[src/rtl/fifo_core_if.sv]
// fifo_core_if -- push/pop bus between a FIFO client and fifo_core.
//   master : client side (drives push, wr_en, data_in, pop, oe)
//   slave  : fifo_core side (drives data_out, full, empty)
// With FIFO_CORE_ERR_FLAG_EN defined the bus also carries the
// overflow/underflow pulses (driven by the slave).
interface fifo_core_if #(
  parameter int DATAWIDTH = 8
);
  logic                 push;
  logic                 wr_en;
  logic [DATAWIDTH-1:0] data_in;
  logic                 pop;
  logic                 oe;
  logic [DATAWIDTH-1:0] data_out;
  logic                 full;
  logic                 empty;
`ifdef FIFO_CORE_ERR_FLAG_EN
  logic                 overflow;
  logic                 underflow;

  modport master (
    output push, wr_en, data_in, pop, oe,
    input  data_out, full, empty, overflow, underflow
  );
  modport slave (
    input  push, wr_en, data_in, pop, oe,
    output data_out, full, empty, overflow, underflow
  );
`else
  modport master (
    output push, wr_en, data_in, pop, oe,
    input  data_out, full, empty
  );
  modport slave (
    input  push, wr_en, data_in, pop, oe,
    output data_out, full, empty
  );
`endif
endinterface

[src/rtl/fifo_core.sv]
// fifo_core -- synchronous FIFO, storage end of the push/pop interface.
//   clk    : clock, rising edge
//   reset  : asynchronous, active-high
//   bus    : fifo_core_if.slave
//            push/wr_en/data_in : write request, enable, data
//            pop/oe             : read request, output enable
//            data_out           : read register, forced to 0 when oe=0
//            full/empty         : decoded from registered occupancy
// Optional feature macro FIFO_CORE_ERR_FLAG_EN: adds registered
// overflow (push & wr_en & full) and underflow (pop & empty) pulses.
module fifo_core #(
  parameter int DATAWIDTH = 8,
  parameter int DEPTH     = 16
) (
  input  logic          clk,
  input  logic          reset,
  fifo_core_if.slave    bus
);
  localparam int AW = $clog2(DEPTH);
  localparam logic [AW:0] FULL_CNT = (AW+1)'(DEPTH);

  logic [DATAWIDTH-1:0] r_mem [DEPTH];
  logic [AW-1:0]        r_wptr, r_rptr;
  logic [AW:0]          r_count;
  logic [DATAWIDTH-1:0] r_dout;

  logic w_full, w_empty, w_wr_acc, w_rd_acc;

  assign w_full   = (r_count == FULL_CNT);
  assign w_empty  = (r_count == '0);
  // Flags come from the start-of-cycle count, so a pop never frees room
  // for a same-cycle push and a push never feeds a same-cycle pop.
  assign w_wr_acc = bus.push & bus.wr_en & ~w_full;
  assign w_rd_acc = bus.pop & ~w_empty;

  // Storage is deliberately not reset.
  always_ff @(posedge clk) begin
    if (w_wr_acc) r_mem[r_wptr] <= bus.data_in;
  end

  always_ff @(posedge clk or posedge reset) begin
    if (reset) begin
      r_wptr  <= '0;
      r_rptr  <= '0;
      r_count <= '0;
      r_dout  <= '0;
    end else begin
      if (w_wr_acc) r_wptr <= r_wptr + 1'b1;
      if (w_rd_acc) begin
        r_dout <= r_mem[r_rptr];
        r_rptr <= r_rptr + 1'b1;
      end
      case ({w_wr_acc, w_rd_acc})
        2'b10:   r_count <= r_count + 1'b1;
        2'b01:   r_count <= r_count - 1'b1;
        default: r_count <= r_count;
      endcase
    end
  end

  assign bus.data_out = bus.oe ? r_dout : '0;
  assign bus.full     = w_full;
  assign bus.empty    = w_empty;

`ifdef FIFO_CORE_ERR_FLAG_EN
  logic r_overflow, r_underflow;
  always_ff @(posedge clk or posedge reset) begin
    if (reset) begin
      r_overflow  <= 1'b0;
      r_underflow <= 1'b0;
    end else begin
      r_overflow  <= bus.push & bus.wr_en & w_full;
      r_underflow <= bus.pop & w_empty;
    end
  end
  assign bus.overflow  = r_overflow;
  assign bus.underflow = r_underflow;
`endif
endmodule

[src/flat_wrapper.sv]
// flat-port wrapper written by rule: the top's interface ports become plain ports
module fifo_core_flat 
#(
  parameter int DATAWIDTH = 8,
  parameter int DEPTH     = 16
)
  (clk, reset, bus_push, bus_wr_en, bus_data_in, bus_pop, bus_oe, bus_data_out, bus_full, bus_empty);
  fifo_core_if #(.DATAWIDTH(DATAWIDTH)) bus_i ();
  input  logic clk;
  input  logic reset;
  input wire logic [$bits(bus_i.push)-1:0] bus_push;
  input wire logic [$bits(bus_i.wr_en)-1:0] bus_wr_en;
  input wire logic [$bits(bus_i.data_in)-1:0] bus_data_in;
  input wire logic [$bits(bus_i.pop)-1:0] bus_pop;
  input wire logic [$bits(bus_i.oe)-1:0] bus_oe;
  output wire logic [$bits(bus_i.data_out)-1:0] bus_data_out;
  output wire logic [$bits(bus_i.full)-1:0] bus_full;
  output wire logic [$bits(bus_i.empty)-1:0] bus_empty;
  assign bus_i.push = bus_push;
  assign bus_i.wr_en = bus_wr_en;
  assign bus_i.data_in = bus_data_in;
  assign bus_i.pop = bus_pop;
  assign bus_i.oe = bus_oe;
  assign bus_data_out = bus_i.data_out;
  assign bus_full = bus_i.full;
  assign bus_empty = bus_i.empty;
  fifo_core #(.DATAWIDTH(DATAWIDTH), .DEPTH(DEPTH)) u_core (.clk(clk), .reset(reset), .bus(bus_i));
endmodule
[config.mk]
export PLATFORM = sky130hd
export DESIGN_NAME = fifo_core_flat
export DESIGN_NICKNAME = d
export VERILOG_FILES = /design/src/rtl/fifo_core_if.sv /design/src/rtl/fifo_core.sv /design/src/flat_wrapper.sv
export SDC_FILE = /design/constraint.sdc
export NUM_CORES = 1
export LEC_CHECK = 0
export ABC_AREA = 1
export BUFFER_PORTS_ARGS = -buffer_cell sky130_fd_sc_hd__clkbuf_2
export CAP_MARGIN = 5
export CORE_MARGIN = 3
export CORE_UTILIZATION = 50
export CTS_BUF_LIST = sky130_fd_sc_hd__clkbuf_2 sky130_fd_sc_hd__clkbuf_4 sky130_fd_sc_hd__clkbuf_8
export DETAILED_ROUTE_END_ITERATION = 7
export HOLD_SLACK_MARGIN = 0.03
export PLACE_DENSITY_LB_ADDON = 0.3
export RECOVER_POWER = 100
export SYNTH_ARGS = -nofsm -noshare
export SYNTH_HDL_FRONTEND = slang
export SYNTH_SLANG_ARGS = --single-unit
[constraint.sdc]
create_clock -name clk -period 6.85 [get_ports clk]
set_input_delay 0.685 -clock clk [delete_from_list [all_inputs] [get_ports clk]]
set_output_delay 0.685 -clock clk [all_outputs]
set_load 0.02 [all_outputs]
[Word-level counts from Yosys, hierarchy flattened]
Memories as Yosys holds them, arrays and structs flattened. A register that Yosys moved wholly into a read port is not among the register bits.
Cells that the tools add are included.
Word-level totals
  register bits: 13
  memory bits (writable): 128
  output and inout port bits: 10
  word-level logic and storage cells: 22
  memories kept: 1
Memories
  u_core.r_mem: words 16, bits a word 8, read ports 1, clocked after Yosys merged registers in 1, write ports 1, RTL line fifo_core.sv:22  | logic [DATAWIDTH-1:0] r_mem [DEPTH];
Cells by class
  $add $sub $neg: 4
  equal/unequal tests: 3
  muxes and demuxes: 4
  bitwise gates (word level): 5
  reductions and logical operators: 2
Operators with widths (count)
  $pmux 5 s2: 1
  $add 4x1->4 const B: 2
  $mux 8: 1
  $add 5x1->5 const B: 1
  $eq 5x5->1 const B: 1
  $logic_not 5->1: 1
  $sub 5x1->5 const B: 1
  $and 1x1->1: 3
  $eq 2x1->1 const B: 1
  $eq 2x2->1 const B: 1
  $mux 1: 2
  $not 1->1: 2
  $reduce_bool 2->1: 1

[Logic depth before layout (Yosys ltp)]
Gate-level depths: netlist of run 1.
  depth after elaboration: 5
  depth in mapped cells: 13
  mapped depth without buffers: 12

[Least setup slack after synthesis of run 1]
No wires, ideal clock.
  kind: register to register
  from: reg u_core.r_count[0]
  to: reg u_core.r_count[4]
  setup time: 121 ps
  data arrival time: 2286 ps
  data required time: 6729 ps
  slack: 4443 ps
  cell stages (with the launch flop): 14
  buffers on the path: 1
  cells stage by stage: dfrtp_1 -> nor4_4 -> nand2_1 -> nand2_2 -> inv_2 -> buf_6 -> ha_1 -> fa_1 -> nand3_1 -> nand2_1 -> a21oi_1 -> o21ai_0 -> nand2_1 -> nand2_1
On the way
  cells in the longest elaborated chain, start to end: 5
RTL lines
  start, declared: RTL line fifo_core.sv:24  | logic [AW:0] r_count;
  start signal, assigned: RTL line fifo_core.sv:54  | 2'b10: r_count <= r_count + 1'b1;
  start signal, assigned: RTL line fifo_core.sv:55  | 2'b01: r_count <= r_count - 1'b1;
  start signal, assigned: RTL line fifo_core.sv:56  | default: r_count <= r_count;
  $logic_not 5->1 *: RTL line fifo_core.sv:30  | assign w_empty = (r_count == '0);
  $not 1->1 *: RTL line fifo_core.sv:34  | assign w_rd_acc = bus.pop & ~w_empty;
  $and 1x1->1 *: RTL line fifo_core.sv:34
  named net u_core.w_rd_acc: RTL line fifo_core.sv:27  | logic w_full, w_empty, w_wr_acc, w_rd_acc;
  $eq 2x1->1 or $eq 2x2->1 (tied branches): RTL line fifo_core.sv:53  | case ({w_wr_acc, w_rd_acc})
  $pmux 5 s2 or $reduce_bool 2->1 (tied branches)
The timed path passes the listed nets; every way through them passes the cells marked *.
A chain may end at the register's enable or synchronous reset.

==> run metrics, run 1 <==
outcome=complete, but fails checks; failing checks=max-capacitance violations, max-slew violations; Final Critical Period=3.29 ns; crit path capture=u_core.r_dout[4]; Worst R2R Path Depth=9; Synth top cells by count=nand2_1, edfxtp_1, inv_1; switch share=37.8%; Final Hold Viols=0; nets=735; ys async rst share=approximately 14%; Worst-Skew Late Latency=0.44 ns; DRT Pass-1 Iters=7; Core Area=12900 sq um; Yosys cell types=24; pin count of the biggest net entering global routing=approximately 70; DRT Wirelength=14400 um; Avg Synthesized Cell Area=9.71 sq um; Worst-Margin Slew=2.06 ns; CP max stage cell=inv_1; hold_buf cts=0; Yosys reg bits=149; RR Endpoint=u_core.r_dout[4]; GRT Max-Usage Layer=met2; Clock Path Buffers=2; clk_skew=0.00678 ns; Setup crit start kind=flip-flop; postcts setup bufs=0; CP max FO=68; DR vias=~4600; area leader, netlist=edfxtp_1; DP HPWL=8590 um; max_slew headroom=-37.2%; Arr. time, crit path=3.62 ns; WP depth=9; initial antenna violation count=0; count leader, synth=nand2_1; CP Cell Sequence=buf_4 > inv_1 > nand2_1 > nand3_1 > nand3_1 > nand3_1 > nand2_1 > nand2_1 > nand2_1; M3 GR Usage=5.48%; Core Rows=41; GRT overflow=0; drt drc=0; internal reg-to-reg setup slack=3.56 ns; Vias/cell=just over 5; syn nets=723; Clock Sinks=149; Ant. Diodes=0; crit path from=u_core.r_rptr[0]; Post-CTS Resized=0; RSZ-0062 raised after global routing=false; chip width=123 um; Max-Cap Viols=1; register area=4370 sq um; Gate power share=around a third; Max rail drop VDD=slightly above 200 uV; die height=123 um; endpoints failing setup=0; Seq pwr share=42.7%; Initial Utilization=52.5%; Clock transition at path regs=0.08 ns; TritonCTS clock tree=yes; DR iter-0 viols=a little under 400; share of layout cells above drive strength 1=5.66%; met2 Use GR=31.3%; Cell Pwr Density=371 nW/um^2; Seq/Total Area, Yosys=64.4%; TritonCTS buffer count=17; Synth Cell Area=6790 sq um; type of the worst min-delay path=input pin to async pin; root buffer cell=clkbuf_8; Synth Flop Type=edfxtp_1; die area=15000 sq um; vias in the first global route=approximately 4300; port buffer count=23; worst r2r src=u_core.r_rptr[0]; Clk pwr share=between 20% and 30%; Mapped Cells=around 700; LEAKAGE=between 0.003 and 0.004 uW; Critical Path End Type=flip-flop; Fillers=1145; synthesis warning total=0; max-slew violation count=66; slowest stage delay, CP=around 1.6 ns; TNS Setup=0 ns; mean routed wirelength per cell=16.0 um; Buf+Inv Stages, Crit Path=2; Sw Pwr=1020 uW; Worst Setup Path Type=flip-flop to flip-flop; Synth top area share=56.6%; fin crit share=48.1%; cell mode on critical path=nand2_1; Post-synth EDFFs=~130; H-tree depth=4; All-Layer GR Usage=20.4%; fmax=304 MHz; WHS=approximately 0.37 ns; post-route ant nets=0; M1 GR Usage=26.8%; global-route wire length before repair=22400 um; Area Overhead vs Synth=7.32%; required time of the worst setup path=7.18 ns; cell-internal power=1680 uW; Multi-input gate area=1770 sq um; # IOs=24; Synth area leaders=edfxtp_1, nand2_1, dfrtp_1; global placement routability congestion=between 0.8 and 0.9; largest delay contributor family on the critical path=buffers and inverters
[registers in the layout, indices dropped and copies added, names as in the netlist]
signal / flops
u_core.r_mem: 128
u_core.r_wptr: 4
u_core.r_rptr: 4
u_core.r_count: 5
u_core.r_dout: 8
[metrics by stage]
step | setup slack [ns] | area, sq um | utilization, % | power, uW | std cells
finish | 3.56 | 7290 | 56.4 | 2700 | 896
detailed placement | 4.09 | 6960 | 53.9 | 2090 | 864
floorplan | 4.44 | 6790 | - | 1850 | 699
CTS | 4.07 | 7330 | 56.7 | 2720 | 896
global placement | 4.18 | 6960 | 53.9 | 2060 | 864
global route | 3.22 | 7290 | 56.4 | 2880 | 896
[per-layer routing]
layer  part of all wire, %  up-vias
li1                      -     2238
met1                    41     2142
met2                    49      153
met3                   6.7       30
met4                   3.2        0
met5                     0        -
[cell usage in the layout (no fill, tap or decap), types with 5 or more instances in the layout]
cell type and count:
clkbuf_1 18, clkbuf_2 5, clkbuf_8 17, clkinv_2 9, dfrtp_1 20, edfxtp_1 128
ha_1 9, inv_1 119, nand2_1 248, nand3_1 100, nor2_1 19
[power by group through the flow]
| stage | logic, uW | clock network, uW | registers (uW) |
|---|---|---|---|
| floorplan | 708 | 0 | 1140 |
| global placement | 885 | 0 | 1170 |
| detailed placement | 908 | 0 | 1180 |
| CTS | 914 | 647 | 1160 |
| global route | 1030 | 683 | 1170 |
| finish | 913 | 637 | 1160 |
[worst min path at each step]
stage	start	to	slack [ns]	cells past startpoint
after floorplan	u_core.r_dout[0]	u_core.r_dout[0]	0.45	2
after global placement	u_core.r_dout[6]	u_core.r_dout[6]	0.47	2
after detailed placement	u_core.r_dout[0]	u_core.r_dout[0]	0.47	2
after CTS	reset	u_core.r_rptr[2]	0.37	2
after global routing	reset	u_core.r_rptr[2]	0.41	2
final	reset	u_core.r_rptr[2]	0.37	2
[logic make-up after synthesis]
kind of cell | synth area share (%)
compound gates | 0.700
flops | 64.4
buf+inv | 9.20
fa+ha+maj | 1.95
simple gates | 23.0
xor+xnor | 0.774
[worst reg2reg max path, cell delays in order (launching register included)]
cell,delay (ns)
dfrtp_2,0.39
buf_4,0.34
inv_1,1.60
nand2_1,0.20
nand3_1,0.19
nand3_1,0.09
nand3_1,0.16
nand2_1,0.10
nand2_1,0.07
nand2_1,0.06
[layout make-up]
cell class                 instances  area share [%]
sequential                       149            60.0
multi-input combinational        398            24.3
inverter                         120            6.18
clock buffer                      20            3.52
tap                              172            2.95
clock inverter                    12            1.55
timing repair buffer              25            1.48
Power figures use the tool's default switching activity.
==> inputs of run 2 (changes only) <==
Clock period 6.85 ns to 3.3 ns, I/O delays scaled along.
==> run 2 against run 1 <==
Non-clock buffer count is 3 higher. Critical path type unchanged. First-iteration DRC count is 22% higher. Largest cell class unchanged. The flow now finishes without violations. Setup slack worse by 3.1 ns.
==> run metrics, run 2 (synthesized netlist as in run 1, its figures left out) <==
slowest stage delay, CP=0.46 ns (-1.11 ns); post-route ant nets=0 (unchanged); pin count of the biggest net entering global routing=68 (-1.4%); endpoints failing setup=0 (unchanged); RSZ-0062 raised after global routing=false; global-route wire length before repair=23400 um (+4.6%); worst r2r src=u_core.r_count[0]; Multi-input gate area=1790 sq um (+0.85%); Core Area=12900 sq um (unchanged); port buffer count=23 (unchanged); crit path from=u_core.r_count[0]; Clock Path Buffers=2 (unchanged); CP max FO=14 (-79%); Cell Pwr Density=783 nW/um^2 (+110%); Top Registers=u_core.r_mem: 128 flops, u_core.r_dout: 8 flops, u_core.r_count: 5 flops; CP Cell Sequence=nor4_4 > nand2_1 > nand2_2 > inv_1 > ha_1 > fa_1 > nand3_1 > nand2_1 > a21oi_1 > o21ai_0 > nand2_1 > nand2_1; Clock transition at path regs=0.08 ns (about the same); vias in the first global route=4512 (+5.0%); root buffer cell=clkbuf_8; max_slew headroom=7.48% (+45 points); chip width=123 um (unchanged); max-slew violation count=0 (-100%); H-tree depth=4 (unchanged); DP HPWL=9260 um (+7.8%); postcts setup bufs=0 (unchanged); nets=738 (+0.41%); Worst-Skew Late Latency=0.45 ns (about the same); # IOs=24 (unchanged); Worst Setup Path Type=flip-flop to flip-flop; Ant. Diodes=0 (unchanged); TritonCTS clock tree=yes; DRT Wirelength=14600 um (+1.4%); WHS=0.186 ns (-0.184 ns); DR vias=4552 (-0.24%); DR iter-0 viols=477 (+22%); Vias/cell=5.06 (-0.57%); Setup crit start kind=flip-flop; All-Layer GR Usage=21.1% (+0.74 points); Area Overhead vs Synth=8.39%; commonest non-fill, non-tap cell in the layout=nand2_1; Inst Count DP=866 (+0.23%); outcome=completed; required time of the worst setup path=3.64 ns (-3.54 ns); Worst-Margin Slew=1.39 ns (-0.668 ns); max reg flops=128 (unchanged); Initial Utilization=52.5% (unchanged); mean routed wirelength per cell=16.2 um (+1.1%); Core Rows=41 (unchanged); drt drc=0 (unchanged); largest register by flop count=u_core.r_mem; Final Non-Filler Cells=899 (+0.33%); LEAKAGE=0.00329 uW (+0.67%); clk_skew=0.0105 ns (+0.00369 ns); Clock Sinks=149 (unchanged); DRT Pass-1 Iters=5 (-2); share of layout cells above drive strength 1=5.91% (+0.25 points); global placement routability congestion=0.863 (+2.6%); commonest non-fill, non-tap cells in the layout=nand2_1, edfxtp_1, inv_1; TNS Setup=0 ns (unchanged); fin crit share=85.6% (+38 points); type of the worst min-delay path=input pin to flip-flop; die area=15000 sq um (unchanged); register area=4370 sq um (unchanged); Max-Cap Viols=0 (-1); initial antenna violation count=0 (unchanged); hold_sp=bus_wr_en; fmax=354 MHz (+17%); TritonCTS buffer count=17 (unchanged); Critical Path End Type=flip-flop; Final Critical Period=2.82 ns (-0.469 ns); Arr. time, crit path=3.17 ns (-0.45 ns); CP max stage cell=dfrtp_1; Fillers=1157 (+1.0%); GRT overflow=0 (unchanged); Final Hold Viols=0 (unchanged); Max rail drop VDD=659 uV (+220%); die height=123 um (unchanged); cell mode on critical path=nand2_1
run 2: routing by layer:
layer / vias to the layer above / part of all wire [%] / global-route usage, %
met5: - / 0 / 0
met4: 0 / 2.4 / 8.33
met3: 29 / 6.8 / 5.67
met2: 145 / 49 / 34.0
met1: 2135 / 42 / 27.4
li1: 2243 / - / -
run 2: final cells by class:
cell class	count	area share, %
Timing Repair Buffer	28	1.72
Clock inverter	10	1.77
Clock buffer	22	3.77
Sequential cell	149	59.4
Tap cell	172	2.92
Inverter	120	6.12
Multi-Input combinational cell	398	24.3
run 2: path summary, 6_finish.rpt:
check                                          to  slack [ns]  cells past startpoint
worst max register to register  u_core.r_count[4]        0.48                     12
worst max-delay path            u_core.r_count[4]        0.48                     12
min in group asynchronous        u_core.r_dout[7]        0.57                      3
worst min register to register   u_core.r_dout[5]        0.49                      2
worst min-delay path             u_core.r_wptr[3]        0.19                      3
max in group asynchronous        u_core.r_rptr[0]        2.19                      3
run 2: where the power goes:
group          total [uW]  switching (uW)  internal (uW)
Sequential           2380             148           2240
Combinational        1950            1370            581
Clock                1430             632            794
run 2: worst max-delay path, delay by kind of cell (launching register included):
kind / cells / cell delay, ns
AO/OA/AOI/OAI: 2 / 0.28
adder cells (fa/ha/maj): 2 / 0.82
buffers and inverters: 1 / 0.22
flip-flops: 1 / 0.46
AND/OR/NAND/NOR: 7 / 0.95
run 2: what timing repair did:
action | CTS | global route
resized for setup | 0 | 0
hold buffers | 1 | 0
endpoints found under the hold margin | 21 | 0
run 2: metrics by stage:
step | util (%) | setup slack (ns) | total power (uW) | cell area (sq um)
6_report | 56.9 | 0.475 | 5760 | 7360
5_1_grt | 56.9 | 0.186 | 6140 | 7360
4_1_cts | 57.2 | 0.520 | 5790 | 7390
3_5_place_dp | 54.0 | 0.539 | 4350 | 6980
3_3_place_gp | 54.0 | 0.632 | 4300 | 6980
2_1_floorplan | - | 0.893 | 3840 | 6790
==> inputs of run 3 (changes only) <==
Settings changed: CELL_PAD_IN_SITES_DETAIL_PLACEMENT set to 1, CELL_PAD_IN_SITES_GLOBAL_PLACEMENT set to 1, PLACE_DENSITY_LB_ADDON 0.3 to 0.1.
==> run 3 against run 2 <==
Via count rose by 2.4%. Final cell count did not move. Sequential share of layout area fell by 0.22 points. Sequential cell count did not move. Largest power group unchanged. Clock skew rose by 0.0013 ns. Setup slack got worse by 0.030 ns.
==> run metrics, run 3 (synthesized netlist as in run 1, its figures left out) <==
max reg flops=128 (unchanged); Cell Pwr Density=794 nW/um^2 (+1.5%); DRT Wirelength=16400 um (+13%); Clock transition at path regs=0.08 ns (about the same); CP max FO=14 (unchanged); type of the worst min-delay path=input pin to async pin; max-slew violation count=0 (unchanged); postcts setup bufs=0 (unchanged); Area Overhead vs Synth=8.79%; max_slew headroom=3.34% (-4.1 points); Worst-Margin Slew=1.45 ns (+0.0620 ns); die height=123 um (unchanged); Clock Path Buffers=2 (unchanged); crit path from=u_core.r_count[0]; mean routed wirelength per cell=18.3 um (+13%); Arr. time, crit path=3.20 ns (+0.03 ns); RSZ-0062 raised after global routing=false; share of layout cells above drive strength 1=6.33% (+0.41 points); fin crit share=86.5% (+0.90 points); Clock Sinks=149 (unchanged); LEAKAGE=0.00330 uW (+0.29%); TritonCTS buffer count=17 (unchanged); GRT overflow=0 (unchanged); Top Registers=u_core.r_mem: 128 flops, u_core.r_dout: 8 flops, u_core.r_count: 5 flops; # IOs=24 (unchanged); chip width=123 um (unchanged); vias in the first global route=4852 (+7.5%); Initial Utilization=52.5% (unchanged); Core Area=12900 sq um (unchanged); post-route ant nets=0 (unchanged); initial antenna violation count=0 (unchanged); H-tree depth=4 (unchanged); Inst Count DP=867 (+0.12%); register area=4370 sq um (unchanged); Multi-input gate area=1790 sq um (unchanged); Core Rows=41 (unchanged); fmax=350 MHz (-1.0%); Critical Path End Type=flip-flop; Final Critical Period=2.85 ns (+0.0297 ns); largest register by flop count=u_core.r_mem; Final Non-Filler Cells=899 (unchanged); internal reg-to-reg setup slack=0.45 ns (-0.03 ns); RR Endpoint=u_core.r_count[4]; worst r2r src=u_core.r_count[0]; hold_buf cts=0 (-1); DR iter-0 viols=419 (-12%); Vias/cell=5.19 (+2.4%); nets=738 (unchanged); pin count of the biggest net entering global routing=68 (unchanged); Worst Setup Path Type=flip-flop to flip-flop; global placement routability congestion=0.777 (-9.9%); Final Hold Viols=0 (unchanged); All-Layer GR Usage=24.0% (+2.9 points); TritonCTS clock tree=yes; Fillers=1483 (+28%); Worst-Skew Late Latency=0.45 ns (about the same); Ant. Diodes=0 (unchanged); port buffer count=23 (unchanged); required time of the worst setup path=3.64 ns (about the same); outcome=completed; Max rail drop VDD=377 uV (-43%); Post-CTS Resized=0 (unchanged); drt drc=0 (unchanged); global-route wire length before repair=26300 um (+12%); DR vias=4663 (+2.4%); Setup crit start kind=flip-flop; clk_skew=0.0118 ns (+0.00129 ns); Util after Layout=57.1% (+0.21 points); root buffer cell=clkbuf_8; commonest non-fill, non-tap cell in the layout=nand2_1; commonest non-fill, non-tap cells in the layout=nand2_1, edfxtp_1, inv_1; Max-Cap Viols=0 (unchanged); Worst R2R Path Depth=12 (unchanged); DP HPWL=10600 um (+15%); endpoints failing setup=0 (unchanged); DRT Pass-1 Iters=4 (-1); TNS Setup=0 ns (unchanged); die area=15000 sq um (unchanged)
[run 3: area by class of cell]
cell class	count	share of cell area [%]
clock buffer	24	4.30
clock inverter	8	1.63
inverter	120	6.10
multi-input combinational	398	24.2
sequential	149	59.2
tap	172	2.91
timing repair buffer	28	1.68
[run 3: how the worst max path moves through the flow]
| stage | slack, ns | end |
|---|---|---|
| finish | 0.45 | u_core.r_count[4] |
| global route | 0.16 | u_core.r_count[4] |
| CTS | 0.47 | u_core.r_count[4] |
| detailed placement | 0.48 | u_core.r_count[4] |
| global placement | 0.61 | u_core.r_count[4] |
| floorplan | 0.89 | u_core.r_count[4] |
[run 3: worst max-delay path, stage by stage (launching register included)]
cell     delay (ns)
dfrtp_1        0.47
nor4_4         0.33
nand2_1        0.12
nand2_2        0.24
inv_2          0.16
ha_1           0.33
ha_1           0.36
a21oi_1        0.16
nand2_1        0.11
a21oi_1        0.20
o21ai_0        0.13
nand2_1        0.08
nand2_1        0.04
[run 3: stage by stage]
step	instance area, sq um	setup WS (ns)	hold slack (ns)	total power [uW]
2_1_floorplan	6790	0.893	0.307	3840
3_3_place_gp	6980	0.611	0.469	4310
3_5_place_dp	6980	0.479	0.478	4400
4_1_cts	7420	0.466	0.0373	5920
5_1_grt	7390	0.160	0.104	6280
6_report	7390	0.446	0.0471	5860
[run 3: routing by layer]
layer  track usage, %  wire length (um)
met1             31.0              7110
met2             41.0              8430
met3             4.52               621
met4             7.77               282
met5                0                 0
[run 3: power by group]
group / internal (uW) / leakage, uW / switching [uW]
clock: 862 / 0.000222 / 659
combinational: 583 / 0.00167 / 1380
sequential: 2230 / 0.00141 / 146
total: 3680 / 0.00330 / 2180
